<file path="src/rtl/noc_pkg.sv">
// Shared NoC definitions: flit geometry, flit type encodings and framing states.
package noc_pkg;

    localparam int unsigned FLIT_SIZE  = 16;
    localparam int unsigned HEADER_LEN = 2;
    localparam int unsigned PAYLOAD_W  = FLIT_SIZE - HEADER_LEN;

    typedef logic [FLIT_SIZE-1:0] flit_t;

    // Flit type lives in the top HEADER_LEN bits of every flit.
    typedef enum logic [HEADER_LEN-1:0] {
        FlitBody   = 2'b00,
        FlitHead   = 2'b01,
        FlitTail   = 2'b10,
        FlitSingle = 2'b11
    } flit_type_e;

    typedef enum logic [0:0] {
        StIdle,
        StInPkt
    } frame_state_e;

    function automatic flit_type_e flit_type(flit_t f);
        return flit_type_e'(f[FLIT_SIZE-1 -: HEADER_LEN]);
    endfunction

endpackage

</file>
<file path="src/rtl/flit_fifo_mem.sv">
// Flit storage array: synchronous write, asynchronous read, no reset.
module flit_fifo_mem
    import noc_pkg::*;
#(
    parameter int unsigned DEPTH  = 8,
    parameter int unsigned ADDR_W = $clog2(DEPTH)
) (
    input  logic                 clk_i,
    input  logic                 we_i,
    input  logic [ADDR_W-1:0]    waddr_i,
    input  logic [FLIT_SIZE-1:0] wdata_i,
    input  logic [ADDR_W-1:0]    raddr_i,
    output logic [FLIT_SIZE-1:0] rdata_o
);

    flit_t mem_q [DEPTH];

    // Write port; contents are don't-care until written, so no reset.
    always_ff @(posedge clk_i) begin
        if (we_i) begin
            mem_q[waddr_i] <= wdata_i;
        end
    end

    assign rdata_o = mem_q[raddr_i];

endmodule

</file>
<file path="src/rtl/flit_input_buffer.sv">
// Per-port flit FIFO in front of a reductor input: framing check, cut-through or
// store-and-forward presentation, valid/avail handshake on both sides.
module flit_input_buffer
    import noc_pkg::*;
#(
    parameter int unsigned DEPTH         = 8,
    parameter int unsigned STORE_FORWARD = 0,
    parameter int unsigned CNT_W         = $clog2(DEPTH + 1)
) (
    input  logic                 clk_i,
    input  logic                 rst_ni,
    input  logic [FLIT_SIZE-1:0] in_i,
    input  logic                 in_valid_i,
    output logic                 in_avail_o,
    output logic [FLIT_SIZE-1:0] out_o,
    output logic                 out_valid_o,
    input  logic                 out_avail_i,
    output logic [CNT_W-1:0]     occupancy_o,
    output logic                 pkt_err_o
);

    localparam int unsigned     PTR_W = $clog2(DEPTH);
    localparam logic [CNT_W-1:0] FULL  = CNT_W'(DEPTH);
    localparam logic [CNT_W-1:0] ONE   = CNT_W'(1);
    localparam logic [CNT_W-1:0] TWO   = CNT_W'(2);

    logic [PTR_W-1:0] wr_ptr_q, wr_ptr_d, rd_ptr_q, rd_ptr_d;
    logic [CNT_W-1:0] count_q, count_d;
    logic [CNT_W-1:0] pkt_cnt_q, pkt_cnt_d, pkt_inc, pkt_dec;
    frame_state_e     state_q, state_d;
    logic             err_q, err_d, err_set;
    logic             out_in_pkt_q, out_in_pkt_d;
    logic             in_fire, wr_en, rd_en;
    flit_t            head_flit;
    flit_type_e       in_type, rd_type;

    // Handshake decoded from registered state only; no out_avail -> in_avail path.
    assign in_avail_o  = (count_q != FULL);
    assign out_valid_o = (count_q != '0) && ((STORE_FORWARD == 0) || (pkt_cnt_q != '0));
    assign out_o       = out_valid_o ? head_flit : '0;
    assign occupancy_o = count_q;
    assign pkt_err_o   = err_q;

    assign in_fire = in_valid_i && in_avail_o;
    assign rd_en   = out_valid_o && out_avail_i;
    assign in_type = flit_type(in_i);
    assign rd_type = flit_type(head_flit);

    flit_fifo_mem #(
        .DEPTH (DEPTH),
        .ADDR_W(PTR_W)
    ) u_mem (
        .clk_i  (clk_i),
        .we_i   (wr_en),
        .waddr_i(wr_ptr_q),
        .wdata_i(in_i),
        .raddr_i(rd_ptr_q),
        .rdata_o(head_flit)
    );

    // Input-side framing FSM: decides whether an accepted flit is stored.
    always_comb begin
        state_d = state_q;
        wr_en   = 1'b0;
        pkt_inc = '0;
        err_set = 1'b0;
        if (in_fire) begin
            unique case (state_q)
                StIdle: begin
                    case (in_type)
                        FlitHead: begin
                            wr_en   = 1'b1;
                            state_d = StInPkt;
                        end
                        FlitSingle: begin
                            wr_en   = 1'b1;
                            pkt_inc = ONE;
                        end
                        // Stray BODY/TAIL: swallowed, not stored.
                        default: err_set = 1'b1;
                    endcase
                end
                StInPkt: begin
                    case (in_type)
                        FlitBody: wr_en = 1'b1;
                        FlitTail: begin
                            wr_en   = 1'b1;
                            pkt_inc = ONE;
                            state_d = StIdle;
                        end
                        // New HEAD closes the open packet implicitly.
                        FlitHead: begin
                            wr_en   = 1'b1;
                            pkt_inc = ONE;
                            err_set = 1'b1;
                        end
                        // SINGLE closes the open packet and is itself complete.
                        default: begin
                            wr_en   = 1'b1;
                            pkt_inc = TWO;
                            err_set = 1'b1;
                            state_d = StIdle;
                        end
                    endcase
                end
                default: state_d = StIdle;
            endcase
        end
    end

    // Output-side packet tracking: retire complete packets as their last flit leaves.
    always_comb begin
        pkt_dec      = '0;
        out_in_pkt_d = out_in_pkt_q;
        if (rd_en) begin
            case (rd_type)
                FlitHead: begin
                    if (out_in_pkt_q) begin
                        pkt_dec = ONE;
                    end
                    out_in_pkt_d = 1'b1;
                end
                FlitTail, FlitSingle: begin
                    pkt_dec      = ONE;
                    out_in_pkt_d = 1'b0;
                end
                default: ;
            endcase
        end
    end

    // Pointer, occupancy and packet-count next state.
    always_comb begin
        wr_ptr_d  = wr_en ? wr_ptr_q + PTR_W'(1) : wr_ptr_q;
        rd_ptr_d  = rd_en ? rd_ptr_q + PTR_W'(1) : rd_ptr_q;
        count_d   = count_q;
        unique case ({wr_en, rd_en})
            2'b10:   count_d = count_q + ONE;
            2'b01:   count_d = count_q - ONE;
            default: count_d = count_q;
        endcase
        pkt_cnt_d = pkt_cnt_q + pkt_inc - pkt_dec;
        err_d     = err_q | err_set;
    end

    // State registers; reset drops all buffered flits at once.
    always_ff @(posedge clk_i or negedge rst_ni) begin
        if (!rst_ni) begin
            wr_ptr_q     <= '0;
            rd_ptr_q     <= '0;
            count_q      <= '0;
            pkt_cnt_q    <= '0;
            state_q      <= StIdle;
            err_q        <= 1'b0;
            out_in_pkt_q <= 1'b0;
        end else begin
            wr_ptr_q     <= wr_ptr_d;
            rd_ptr_q     <= rd_ptr_d;
            count_q      <= count_d;
            pkt_cnt_q    <= pkt_cnt_d;
            state_q      <= state_d;
            err_q        <= err_d;
            out_in_pkt_q <= out_in_pkt_d;
        end
    end

endmodule

</file>
<file path="config.mk">
export PLATFORM = sky130hd
export DESIGN_NAME = flit_input_buffer
export DESIGN_NICKNAME = d
export VERILOG_FILES = /design/src/rtl/noc_pkg.sv /design/src/rtl/flit_fifo_mem.sv /design/src/rtl/flit_input_buffer.sv
export SDC_FILE = /design/constraint.sdc
export NUM_CORES = 1
export LEC_CHECK = 0
export CAP_MARGIN = 10
export CORE_MARGIN = 1.5
export CORE_UTILIZATION = 53
export CTS_CLUSTER_SIZE = 12
export DETAILED_ROUTE_END_ITERATION = 10
export DONT_BUFFER_PORTS = 1
export HOLD_SLACK_MARGIN = 0.03
export PLACE_DENSITY = 0.71
export SYNTH_ARGS = -nofsm -noshare
export SYNTH_HDL_FRONTEND = slang
export SYNTH_SLANG_ARGS = --single-unit
</file>
<file path="constraint.sdc">
create_clock -name clk_i -period 7.1 [get_ports clk_i]
set_input_delay 1.42 -clock clk_i [delete_from_list [all_inputs] [get_ports clk_i]]
set_output_delay 1.42 -clock clk_i [all_outputs]
set_load 0.02 [all_outputs]
</file>
Word-level counts from Yosys, hierarchy flattened
Memories as Yosys holds them, arrays and structs flattened.
Cells that the tools add are included.

storage, ports and cells
  bits in registers = 12
  latch bits = 0
  RAM bits = 128
  memory bits (read-only) = 0
  bits of input ports = 20
  output and inout port bits = 23
  word-level logic and storage cells = 40
  memories = 1

memory list
  memory       words  bits a word  read ports  clocked after memory_dff  write ports  RTL line             text
  u_mem.mem_q  8      16           1           0                         1            flit_fifo_mem.sv:16  flit_t mem_q [DEPTH];

operators by class
  $add $sub $neg = 4
  $mul = 0
  div/mod/pow operators = 0
  magnitude comparators = 0
  equal/unequal tests = 6
  shifts and indexed selects = 0
  mux-type cells = 14
  bitwise logic cells = 2
  reduce and logical (&&, ||, !) cells = 8

operators with widths
  cell                 number
  $mux 16              1
  $mux 1               9
  $pmux 4 s2           1
  $add 3x1->3 const B  2
  $eq 2x2->1 const B   3
  $pmux 1 s2           3
  $reduce_or 2->1      3
  $add 4x1->4 const B  1
  $eq 2x1->1 const B   2
  $ne 4x4->1 const B   1
  $reduce_bool 4->1    1
  $sub 4x1->4 const B  1
  $logic_and 1x1->1    2
  $logic_not 2->1      1
  $reduce_bool 2->1    1
  $not 1->1            1
  $or 1x1->1           1

Logic depth before layout (Yosys ltp)
Gate-level depths: netlist of the first run.

  depth after elaboration = 7
  gate-level depth with buffers = 12
  gate-level depth less buffers = 10

Cells and area by module
From an unflattened synthesis of the first run, not the netlist that was laid out.

second synthesis, totals
  cell total of the unflattened synthesis = 275
  area, all modules = 5766.8 um^2

by module, submodules not included
  module             instances  cells each  area each (um^2)  sequential area each (um^2)
  flit_fifo_mem      1          198         4973.5            3843.7
  flit_input_buffer  1          77          793.3             300.3

Worst setup path before layout of the first run
Ideal clock, no wire load.

  path kind = input to register
  from = input in_i[14]
  to = memory u_mem.mem_q[1][0] in the netlist's numbering, enable pin
  setup time = 0.409 ns
  data arrival time = 2.884 ns
  required time = 6.691 ns
  path slack = 3.807 ns
  stages = 3
  path buffers = 0
  cell sequence = o211a_2 > nand2_1 > nor3_1

on the way
  cells in the longest elaborated chain, start to end = 7
  elaborated cells on any way between the ends = 8
  classes of those cells = 2 x eq/ne; 5 x mux; 1 x reduce/logical

ends and longest elaborated chain
  item                                             RTL line                 text
  from (decl)                                      flit_input_buffer.sv:12  input logic [FLIT_SIZE-1:0] in_i,
  $eq 2x1->1 / $eq 2x2->1 (equally long branches)  -
  $reduce_or 2->1 (no line) *                      -
  $mux 1 *                                         flit_input_buffer.sv:70  case (in_type)
  $pmux 1 s2 *                                     flit_input_buffer.sv:68  unique case (state_q)
  $mux 1 *                                         flit_input_buffer.sv:67  if (in_fire) begin
  $mux 1 *                                         flit_fifo_mem.sv:20      if (we_i) begin
  $mux 1 (not written as such) *                   flit_fifo_mem.sv:21      mem_q[waddr_i] <= wdata_i;
  to (decl)                                        flit_fifo_mem.sv:16

Mark *: on every way between the ends. The rest lies on a longest branch, timed or not.

Worst setup path in the final report of the first run
  from = register rd_ptr_q[0]
  to = output out_o[4]

on the way
  cells in the longest elaborated chain, start to end = 2

ends and longest elaborated chain
  item                    RTL line                  text
  from (decl)             flit_input_buffer.sv:27   logic [PTR_W-1:0] wr_ptr_q, wr_ptr_d, rd_ptr_q, rd_ptr_d;
  from (signal assigned)  flit_input_buffer.sv:158  rd_ptr_q <= rd_ptr_d;
  $mem_v2 8x16            -
  $mux 16                 flit_input_buffer.sv:40   assign out_o = out_valid_o ? head_flit : '0;
  to (decl)               flit_input_buffer.sv:15   output logic [FLIT_SIZE-1:0] out_o,

Every way passes these cells.

==> results of run 1 <==
## state kept, by name (all words and copies together), names as in the netlist
register     flops
rd_ptr_q         3
u_mem.mem_q    128
state_q          1
occupancy_o      4
wr_ptr_q         3
pkt_err_o        1
## final timing paths
check                               startpoint  slack [ns]        endpoint  depth (start not counted)
worst max-delay path               rd_ptr_q[0]        3.13        out_o[4]                          4
worst min register to register     wr_ptr_q[0]        0.55     wr_ptr_q[0]                          2
max in group asynchronous               rst_ni        6.42     rd_ptr_q[0]                          0
worst min-delay path               wr_ptr_q[0]        0.55     wr_ptr_q[0]                          2
min in group asynchronous               rst_ni        0.59  occupancy_o[0]                          0
worst max register to register  occupancy_o[2]        4.05  occupancy_o[2]                         11
## through the flow
stage,setup WS (ns),hold slack (ns),total power (uW),instances
floorplan,3.807,0.4837,1754,272
global placement,3.607,0.5066,1873,404
detailed placement,3.570,0.5241,1891,404
CTS,3.020,0.5422,2652,436
global route,2.933,0.5588,2740,436
finish,3.134,0.5464,2617,436
## per-layer routing
layer,share of wire (%),global-route usage [%],vias up
li1,-,-,1120
met1,45,25.47,1366
met2,50,30.16,52
met3,3.9,5.751,7
met4,0.87,7.926,0
met5,0,0,-
## worst min-delay path, cell delays in order (launching register included)
cell and delay, ns:
dfrtp_1 0.39, nand2_1 0.06, nand2_1 0.06
## placed cells by master, fill, tap and decap left out, drive strengths merged
| cell | n |
|---|---|
| edfxtp | 128 |
| mux4 | 32 |
| nor2 | 24 |
| clkbuf | 18 |
| mux2i | 16 |
| dfrtp | 12 |
| buf | 10 |
| clkinv | 10 |
| nand2 | 9 |
| xor2 | 5 |
| ha | 5 |
| xnor2 | 4 |
| nand2b | 4 |
| inv | 4 |
| nor3 | 2 |
| a21oi | 2 |
| a31oi | 2 |
| clkinvlp | 2 |
| mux2 | 2 |
| nor4 | 1 |
| or4b | 1 |
| o211a | 1 |
| a31o | 1 |
| and2 | 1 |
| nand3b | 1 |
| a211o | 1 |
| nor3b | 1 |
| a41oi | 1 |
## cells in the mapped netlist (all sizes together)
cell | instances | area (um^2)
ha | 5 | 62.56
inv | 2 | 7.510
a211o | 1 | 8.760
xor2 | 5 | 43.79
nor2 | 24 | 90.09
a41oi | 1 | 8.760
mux4 | 32 | 720.7
nand2b | 4 | 27.53
or4b | 1 | 10.01
buf | 12 | 75.07
dfrtp | 12 | 300.3
nor3 | 2 | 10.01
mux2 | 2 | 26.27
edfxtp | 128 | 3844
a31oi | 2 | 12.51
mux2i | 16 | 160.2
a21oi | 2 | 10.01
nor4 | 1 | 21.27
clkbuf | 2 | 7.510
o211a | 1 | 10.01
nor3b | 1 | 7.510
nand2 | 9 | 33.78
a31o | 1 | 8.760
and2 | 1 | 8.760
xnor2 | 4 | 35.03
nand3b | 1 | 7.510
## power breakdown
part / internal [uW] / switching, uW
sequential: 1020 / 165
combinational: 315 / 362
clock: 428 / 330
total: 1760 / 856
## logic make-up after synthesis
group	Yosys count
muxes	50
and+or+nand+nor	44
DFF	140
adders and majority gates	5
xor gates and xnor gates	9
buffers and inverters	16
AOI/OAI and AO/OA	8
## cell type report
cell class / count / area [um^2] / share of cell area (%)
Tap cell: 136 / 170.2 / 2.723
Clock buffer: 18 / 417.9 / 6.687
Multi-Input combinational cell: 116 / 1334 / 21.34
Sequential cell: 140 / 4146 / 66.35
Timing Repair Buffer: 10 / 75.07 / 1.201
Inverter: 2 / 7.507 / 0.1201
Clock inverter: 14 / 98.84 / 1.582
==> results.json, run 1 <==
{
  "outcome": "finished, final reports clean",
  "grt_pass1_wl_um": 14970,
  "hold_class": "reg -> reg",
  "yosysWarnings": 0,
  "required_ns": 5.68,
  "initial_core_util_pct": 54.32,
  "rows": 37,
  "syn2layout_area_growth_pct": 12.45,
  "grt_usage_pct": 19.24,
  "post_cts_buffers": 0,
  "die-width_um": 105.4,
  "drv_slew": 0,
  "avgSynthCellArea_um2": 20.43,
  "slowest_delay_ns": 0.62,
  "finalCoreUtilization_pct": 61.09,
  "vias": 2545,
  "setup_violations": 0,
  "layout.nets": 312,
  "syn_nets": 297,
  "synth_top_family_by_area": "multiplexers",
  "antenna_found_initial": 0,
  "postSynthCellCount": 272,
  "drtPass1Iterations": 4,
  "clk_pin_slew_ns": 0.06,
  "nFillCells": 699,
  "criticalPathCategory": "reg -> out",
  "layout-drive-gt1-share_pct": 27.67,
  "route.detailed.drc": 0,
  "final_cell_area_mm2": 0.006250,
  "root_buffer": "clkbuf_8",
  "wl_um": 9568,
  "synthAdderAreaFrac_pct": 1.126,
  "dpl_cell_area_mm2": 0.005733,
  "io_pins": 43,
  "ys_seq_area_share_pct": 74.56,
  "ctsLongestPathBuffers": 2,
  "port_buffers": 0,
  "insertion_delay_ns": 0.52,
  "cts_buffers": 17,
  "grt_max_degree": 35,
  "fin_crit_ns": 3.966,
  "hold_viol": 0,
  "worst_clock_skew_ns": 0.006423,
  "end_kind": "primary output",
  "worstPathCellList": "buf_4 > mux4_2 > mux2i_1 > nor2_1",
  "rsz0062_at_grt": "false",
  "ys_types": 31,
  "irDropWorstVdd_uv": 222.4,
  "cp_slowest_cell": "dfrtp_2",
  "totalNegativeSetupSlack_ns": 0,
  "cts_tree": "yes",
  "cp_max_fo": 22,
  "synth_seq_cells": 140,
  "fin_crit_sh_pct": 55.86,
  "avgRoutedWirePerCell_um": 21.94,
  "slew_headroom_pct": 27.47,
  "hpwl_um": 5487,
  "path_delay_family": "multiplexers",
  "antennaDiodeCount": 0,
  "gp_congestion": 0.6922,
  "power_leakage_uw": 0.002092,
  "die_area_mm2": 0.01111,
  "ctsResizeCount": 0,
  "muxShareOfSynthArea_pct": 16.32,
  "worst_pin_slew_ns": 1.088,
  "cts_hold_buffers": 0,
  "first_iter_violations": 217,
  "numClockSinks": 140,
  "vias_per_cell": 5.837,
  "ant_nets": 0,
  "crit_buf_inv": 1,
  "synth_compound_area_share_pct": 1.058,
  "critPathLaunchType": "flop",
  "grt-ovfl-total": 0,
  "cap_violations": 0,
  "coreArea_mm2": 0.01023,
  "syn_area_mm2": 0.005558,
  "cp.arrival_ns": 2.55,
  "synthSimpleGateAreaFrac_pct": 3.895,
  "power_density_mw_per_mm2": 418.8,
  "fmax_mhz": 252.1,
  "htreeDepth": 4,
  "grt_pass1_vias": 2573,
  "fp.dieH_um": 105.4,
  "synthXorXnorAreaFrac_pct": 1.418
}
Power figures use the tool's default switching activity.
==> run 2: changes to the inputs <==
==> constraint.sdc (replaced) <==
create_clock -name clk_i -period 3.99 [get_ports clk_i]
set_input_delay 0.798 -clock clk_i [delete_from_list [all_inputs] [get_ports clk_i]]
set_output_delay 0.798 -clock clk_i [all_outputs]
set_load 0.02 [all_outputs]
==> run 2 against run 1 <==
Compared with the run above:
- register-to-register slack got worse by 2.9 ns
- critical path type unchanged
- sequential power rose by 69%
- first-iteration DRC count fell by 49%
- utilization rose by 0.99 points
- design area rose by 1.6%
- non-clock buffer count rose by 4
- via count fell by 0.86%
- clock-buffer cell count did not move
- sequential share of layout area fell by 1.1 points
- setup slack got worse by 2.3 ns
==> results.json, run 2 (same netlist as run 1, synthesis figures left out) <==
{
  "cts_buffers": 17,
  "nFillCells": 695,
  "finalPower_uw": 4866,
  "gp_congestion": 0.7944,
  "drv_slew": 0,
  "irDropWorstVdd_uv": 373.4,
  "worst_pin_slew_ns": 0.8821,
  "layout-drive-gt1-share_pct": 27.63,
  "wl_um": 9588,
  "antenna_found_initial": 0,
  "htreeDepth": 4,
  "cap_violations": 0,
  "largest_register_ffs": 128,
  "fin_crit_ns": 3.170,
  "syn2layout_area_growth_pct": 14.27,
  "cp.arrival_ns": 2.37,
  "io_pins": 43,
  "port_buffers": 0,
  "totalNegativeSetupSlack_ns": 0,
  "antennaDiodeCount": 0,
  "worst_clock_skew_ns": 0.005341,
  "avgRoutedWirePerCell_um": 21.79,
  "hpwl_um": 5313,
  "power_density_mw_per_mm2": 766.2,
  "die-width_um": 105.4,
  "numClockSinks": 140,
  "outcome": "finished, final reports clean",
  "coreArea_mm2": 0.01023,
  "criticalPathCategory": "reg -> out",
  "initial_core_util_pct": 54.32,
  "ant_nets": 0,
  "required_ns": 3.19,
  "mostFrequentLayoutCells": "edfxtp_1 (128), mux4_2 (32), nor2_1 (24), mux2i_1 (16), clkbuf_16 (16)",
  "finalCoreUtilization_pct": 62.08,
  "fp.dieH_um": 105.4,
  "cts_tree": "yes",
  "rsz0062_at_grt": "false",
  "rows": 37,
  "fmax_mhz": 315.5,
  "hold_viol": 0,
  "ctsLongestPathBuffers": 2,
  "slew_headroom_pct": 40.98,
  "critPathLaunchType": "flop",
  "clk_pin_slew_ns": 0.06,
  "insertion_delay_ns": 0.51,
  "grt_usage_pct": 18.75,
  "vias_per_cell": 5.734,
  "power_leakage_uw": 0.002140,
  "layout.nets": 316,
  "end_kind": "primary output",
  "first_iter_violations": 110,
  "cp_max_fo": 16,
  "grt-ovfl-total": 0,
  "route.detailed.drc": 0,
  "grt_pass1_wl_um": 14600,
  "grt_max_degree": 35,
  "final_common_cell": "edfxtp_1",
  "root_buffer": "clkbuf_8",
  "vias": 2523,
  "fin_crit_sh_pct": 79.44,
  "top_register": "u_mem.mem_q",
  "drtPass1Iterations": 4,
  "die_area_mm2": 0.01111,
  "post_cts_buffers": 0,
  "grt_pass1_vias": 2644,
  "setup_violations": 0,
  "hold_class": "in -> reg"
}
-- run 2: routing by layer --
metal | vias up | global-route usage, % | wire length [um] | share of wire (%)
li1 | 1135 | - | - | -
met1 | 1328 | 23.26 | 3963 | 41
met2 | 53 | 30.77 | 5004 | 52
met3 | 7 | 6.308 | 540 | 5.6
met4 | 0 | 7.143 | 79 | 0.82
met5 | - | 0 | 0 | 0
-- run 2: layout make-up --
class	instances	area, um^2	area share (%)
sequential	140	4145	65.27
multi-input combinational	116	1334	21.00
clock buffer	18	417.9	6.580
tap	136	170.2	2.679
clock inverter	14	168.9	2.660
timing repair buffer	14	107.6	1.694
inverter	2	7.507	0.1182
-- run 2: stage by stage --
| stage | hold WS [ns] | setup slack, ns | cells | area (um^2) |
|---|---|---|---|---|
| after floorplan | 0.4837 | 1.163 | 272 | 5558 |
| after global placement | 0.5026 | 1.192 | 407 | 5754 |
| after detailed placement | 0.5026 | 1.176 | 407 | 5754 |
| after CTS | 0.3564 | 0.7197 | 440 | 6351 |
| after global routing | 0.3520 | 0.6345 | 440 | 6351 |
| final | 0.3768 | 0.8203 | 440 | 6351 |
-- run 2: what timing repair did --
action	in CTS	in global routing
hold endpoints to repair	12	0
resized for setup	0	0
hold buffers	1	0
-- run 2: path summary, 6_finish.rpt --
path	startpoint	to	slack, ns	cells after the start
min in group asynchronous	rst_ni	wr_ptr_q[1]	0.71	1
min reg2reg	wr_ptr_q[0]	wr_ptr_q[0]	0.53	2
max in group asynchronous	rst_ni	rd_ptr_q[0]	2.90	1
max reg2reg	occupancy_o[2]	occupancy_o[2]	1.16	10
min	in_i[7]	u_mem.mem_q[3][7]	0.38	0
max	rd_ptr_q[0]	out_o[13]	0.82	4
-- run 2: report_power, final --
group | total, uW | internal, uW | switching, uW
sequential | 1990 | 1810 | 179
combinational | 1350 | 573 | 773
clock | 1530 | 953 | 575
total | 4870 | 3340 | 1530
-- run 2: worst max-delay path, stage by stage (launching register included) --
cell and delay, ns:
dfrtp_2 0.69, buf_4 0.34, mux4_2 0.53, mux2i_1 0.15, nor2_1 0.14
==> run 3: changes to the inputs <==
--- a/config.mk
+++ b/config.mk
@@ -12,7 +12,7 @@
 export DETAILED_ROUTE_END_ITERATION = 10
 export DONT_BUFFER_PORTS = 1
 export HOLD_SLACK_MARGIN = 0.03
-export PLACE_DENSITY = 0.71
+export PLACE_DENSITY = 0.74
 export SYNTH_ARGS = -nofsm -noshare
 export SYNTH_HDL_FRONTEND = slang
 export SYNTH_SLANG_ARGS = --single-unit
==> constraint.sdc (replaced) <==
create_clock -name clk_i -period 2.7 [get_ports clk_i]
set_input_delay 0.54 -clock clk_i [delete_from_list [all_inputs] [get_ports clk_i]]
set_output_delay 0.54 -clock clk_i [all_outputs]
set_load 0.02 [all_outputs]
==> run 3 against run 2 <==
Compared with the run above:
- non-clock buffer count is 24 higher
- combinational power rose by 95%
- largest power group unchanged
- clock-buffer cell count fell by 1
- register-to-register slack worse by 0.91 ns
- design area rose by 3.4%
- final cell count rose by 5.5%
- hold slack worse by 0.27 ns
- first-iteration DRC count rose by 120%
- highest routed layer unchanged
- setup slack worse by 0.77 ns
- clock skew increased by 0.0022 ns
- via count is 6.5% higher
==> results.json, run 3 (same netlist as run 1, synthesis figures left out) <==
{
  "outcome": "finished, final reports clean",
  "port_buffers": 0,
  "antenna_found_initial": 0,
  "worst_clock_skew_ns": 0.007506,
  "netSwitchingFraction_pct": 31.33,
  "setup_violations": 0,
  "ant_nets": 0,
  "required_ns": 2.16,
  "first_iter_violations": 243,
  "route.detailed.drc": 0,
  "cellInternalPower_uw": 5330,
  "cp_slowest_cell": "mux4_2",
  "layout.nets": 340,
  "cts_buffers": 17,
  "grt_max_degree": 21,
  "numClockSinks": 140,
  "fin_crit_sh_pct": 98.06,
  "hpwl_um": 6375,
  "worst_pin_slew_ns": 0.9441,
  "antennaDiodeCount": 0,
  "grt_usage_pct": 20.95,
  "layout-drive-gt1-share_pct": 33.84,
  "avgRoutedWirePerCell_um": 22.55,
  "end_kind": "primary output",
  "fmax_mhz": 377.7,
  "cp_max_fo": 20,
  "clk_pin_slew_ns": 0.06,
  "slowest_delay_ns": 0.53,
  "cp.arrival_ns": 2.11,
  "final_common_cell": "edfxtp_1",
  "criticalPathCategory": "reg -> out",
  "whs_ns": 0.1102,
  "ctsLongestPathBuffers": 2,
  "slew_headroom_pct": 36.83,
  "vias": 2686,
  "p_sw_uw": 2432,
  "final_cell_area_mm2": 0.006569,
  "comb_power_share_pct": 33.9,
  "critPathLaunchType": "flop",
  "fin_crit_ns": 2.648,
  "initial_core_util_pct": 54.32,
  "sequentialPowerShare_pct": 36.1,
  "power_leakage_uw": 0.002275,
  "wl_um": 10460,
  "vias_per_cell": 5.789,
  "grt_pass1_vias": 2796,
  "coreArea_mm2": 0.01023,
  "top_register": "u_mem.mem_q",
  "dp_slack_ns": 0.3325,
  "die_area_mm2": 0.01111,
  "root_buffer": "clkbuf_8",
  "finalCoreUtilization_pct": 64.20,
  "worstPathCellList": "buf_12 > mux4_2 > mux2i_1 > nor2_1 > buf_4",
  "fp.dieH_um": 105.4,
  "grt-ovfl-total": 0,
  "drtPass1Iterations": 5,
  "irDropWorstVdd_uv": 469.5,
  "htreeDepth": 4,
  "drv_slew": 0,
  "dpl_cell_area_mm2": 0.005947,
  "rows": 37,
  "grt_pass1_wl_um": 16300,
  "mostFrequentLayoutCells": "edfxtp_1 (128), buf_4 (35), mux4_2 (32), nor2_1 (24)",
  "finalPower_uw": 7763,
  "hold_viol": 0,
  "io_pins": 43,
  "setup_slack_ns": 0.05229,
  "gp_congestion": 0.8190,
  "die-width_um": 105.4,
  "cts_tree": "yes",
  "clock_power_share_pct": 30.0,
  "cap_violations": 0,
  "power_density_mw_per_mm2": 1182,
  "syn2layout_area_growth_pct": 18.19,
  "hold_class": "in -> reg",
  "rsz0062_at_grt": "true",
  "insertion_delay_ns": 0.52,
  "largest_register_ffs": 128
}
==> run 3: changes by cell type in the layout (fill, tap and decap cells not counted) <==
cell,before,now
clkinv_2,0,2
clkbuf_1,1,0
buf_12,0,2
clkinv_4,3,1
inv_8,0,2
inv_6,3,4
buf_4,13,35
clkinv_1,3,1
==> run 3: area by class of cell <==
cell class | count | area [um^2]
flip-flops and latches | 140 | 4145
well taps | 136 | 170.2
inverters | 2 | 7.507
repair buffers | 38 | 312.8
multi-input cells | 116 | 1334
fillers | 664 | 3662
clock inverters | 15 | 185.2
clock buffers | 17 | 414.1
==> run 3: power by group through the flow <==
stage / combinational [uW] / sequential (uW) / clock (uW)
2_1_floorplan: 1740 / 2880 / 0
3_3_place_gp: 2580 / 2830 / 0
3_5_place_dp: 2610 / 2840 / 0
4_1_cts: 2650 / 2800 / 2350
5_1_grt: 2830 / 2830 / 2440
6_report: 2630 / 2800 / 2330
==> run 3: through the flow <==
step                instances  setup TNS (ns)
global route              464        -0.05163
global placement          431               0
finish                    464               0
floorplan                 272               0
detailed placement        431               0
CTS                       464               0
==> run 3: worst max-delay path, delay by kind of cell (launching register included) <==
family,cells,cell delay (ns)
multiplexers,2,0.74
flip-flops,1,0.41
buffers and inverters,2,0.37
AND/OR/NAND/NOR,1,0.06
==> run 3: path summary, 6_finish.rpt <==
| check | slack, ns | end | cells past startpoint | from |
|---|---|---|---|---|
| min reg2reg | 0.55 | wr_ptr_q[0] | 2 | wr_ptr_q[0] |
| max reg2reg | 0.25 | occupancy_o[2] | 10 | occupancy_o[2] |
| max | 0.05 | out_o[15] | 5 | rd_ptr_q[0] |
| min in group asynchronous | 0.44 | pkt_err_o | 1 | rst_ni |
| min | 0.11 | u_mem.mem_q[0][10] | 0 | in_i[10] |
| max in group asynchronous | 1.87 | rd_ptr_q[0] | 1 | rst_ni |
==> run 3: routing by layer <==
| layer | routed length, um | vias up | GRT usage (%) |
|---|---|---|---|
| met4 | 228 | 0 | 8.611 |
| met1 | 4397 | 1393 | 27.09 |
| met5 | 0 | - | 0 |
| li1 | - | 1181 | - |
| met2 | 5227 | 94 | 32.87 |
| met3 | 608 | 18 | 7.112 |
==> run 3: timing repair <==
| action | in CTS | in global routing |
|---|---|---|
| endpoints found under the hold margin | 12 | 0 |
| pin swaps | 0 | 1 |
| setup endpoints to repair | 7 | 6 |
| hold buffers | 1 | 0 |
| buffers inserted | 0 | 0 |
| gates resized for setup | 2 | 1 |
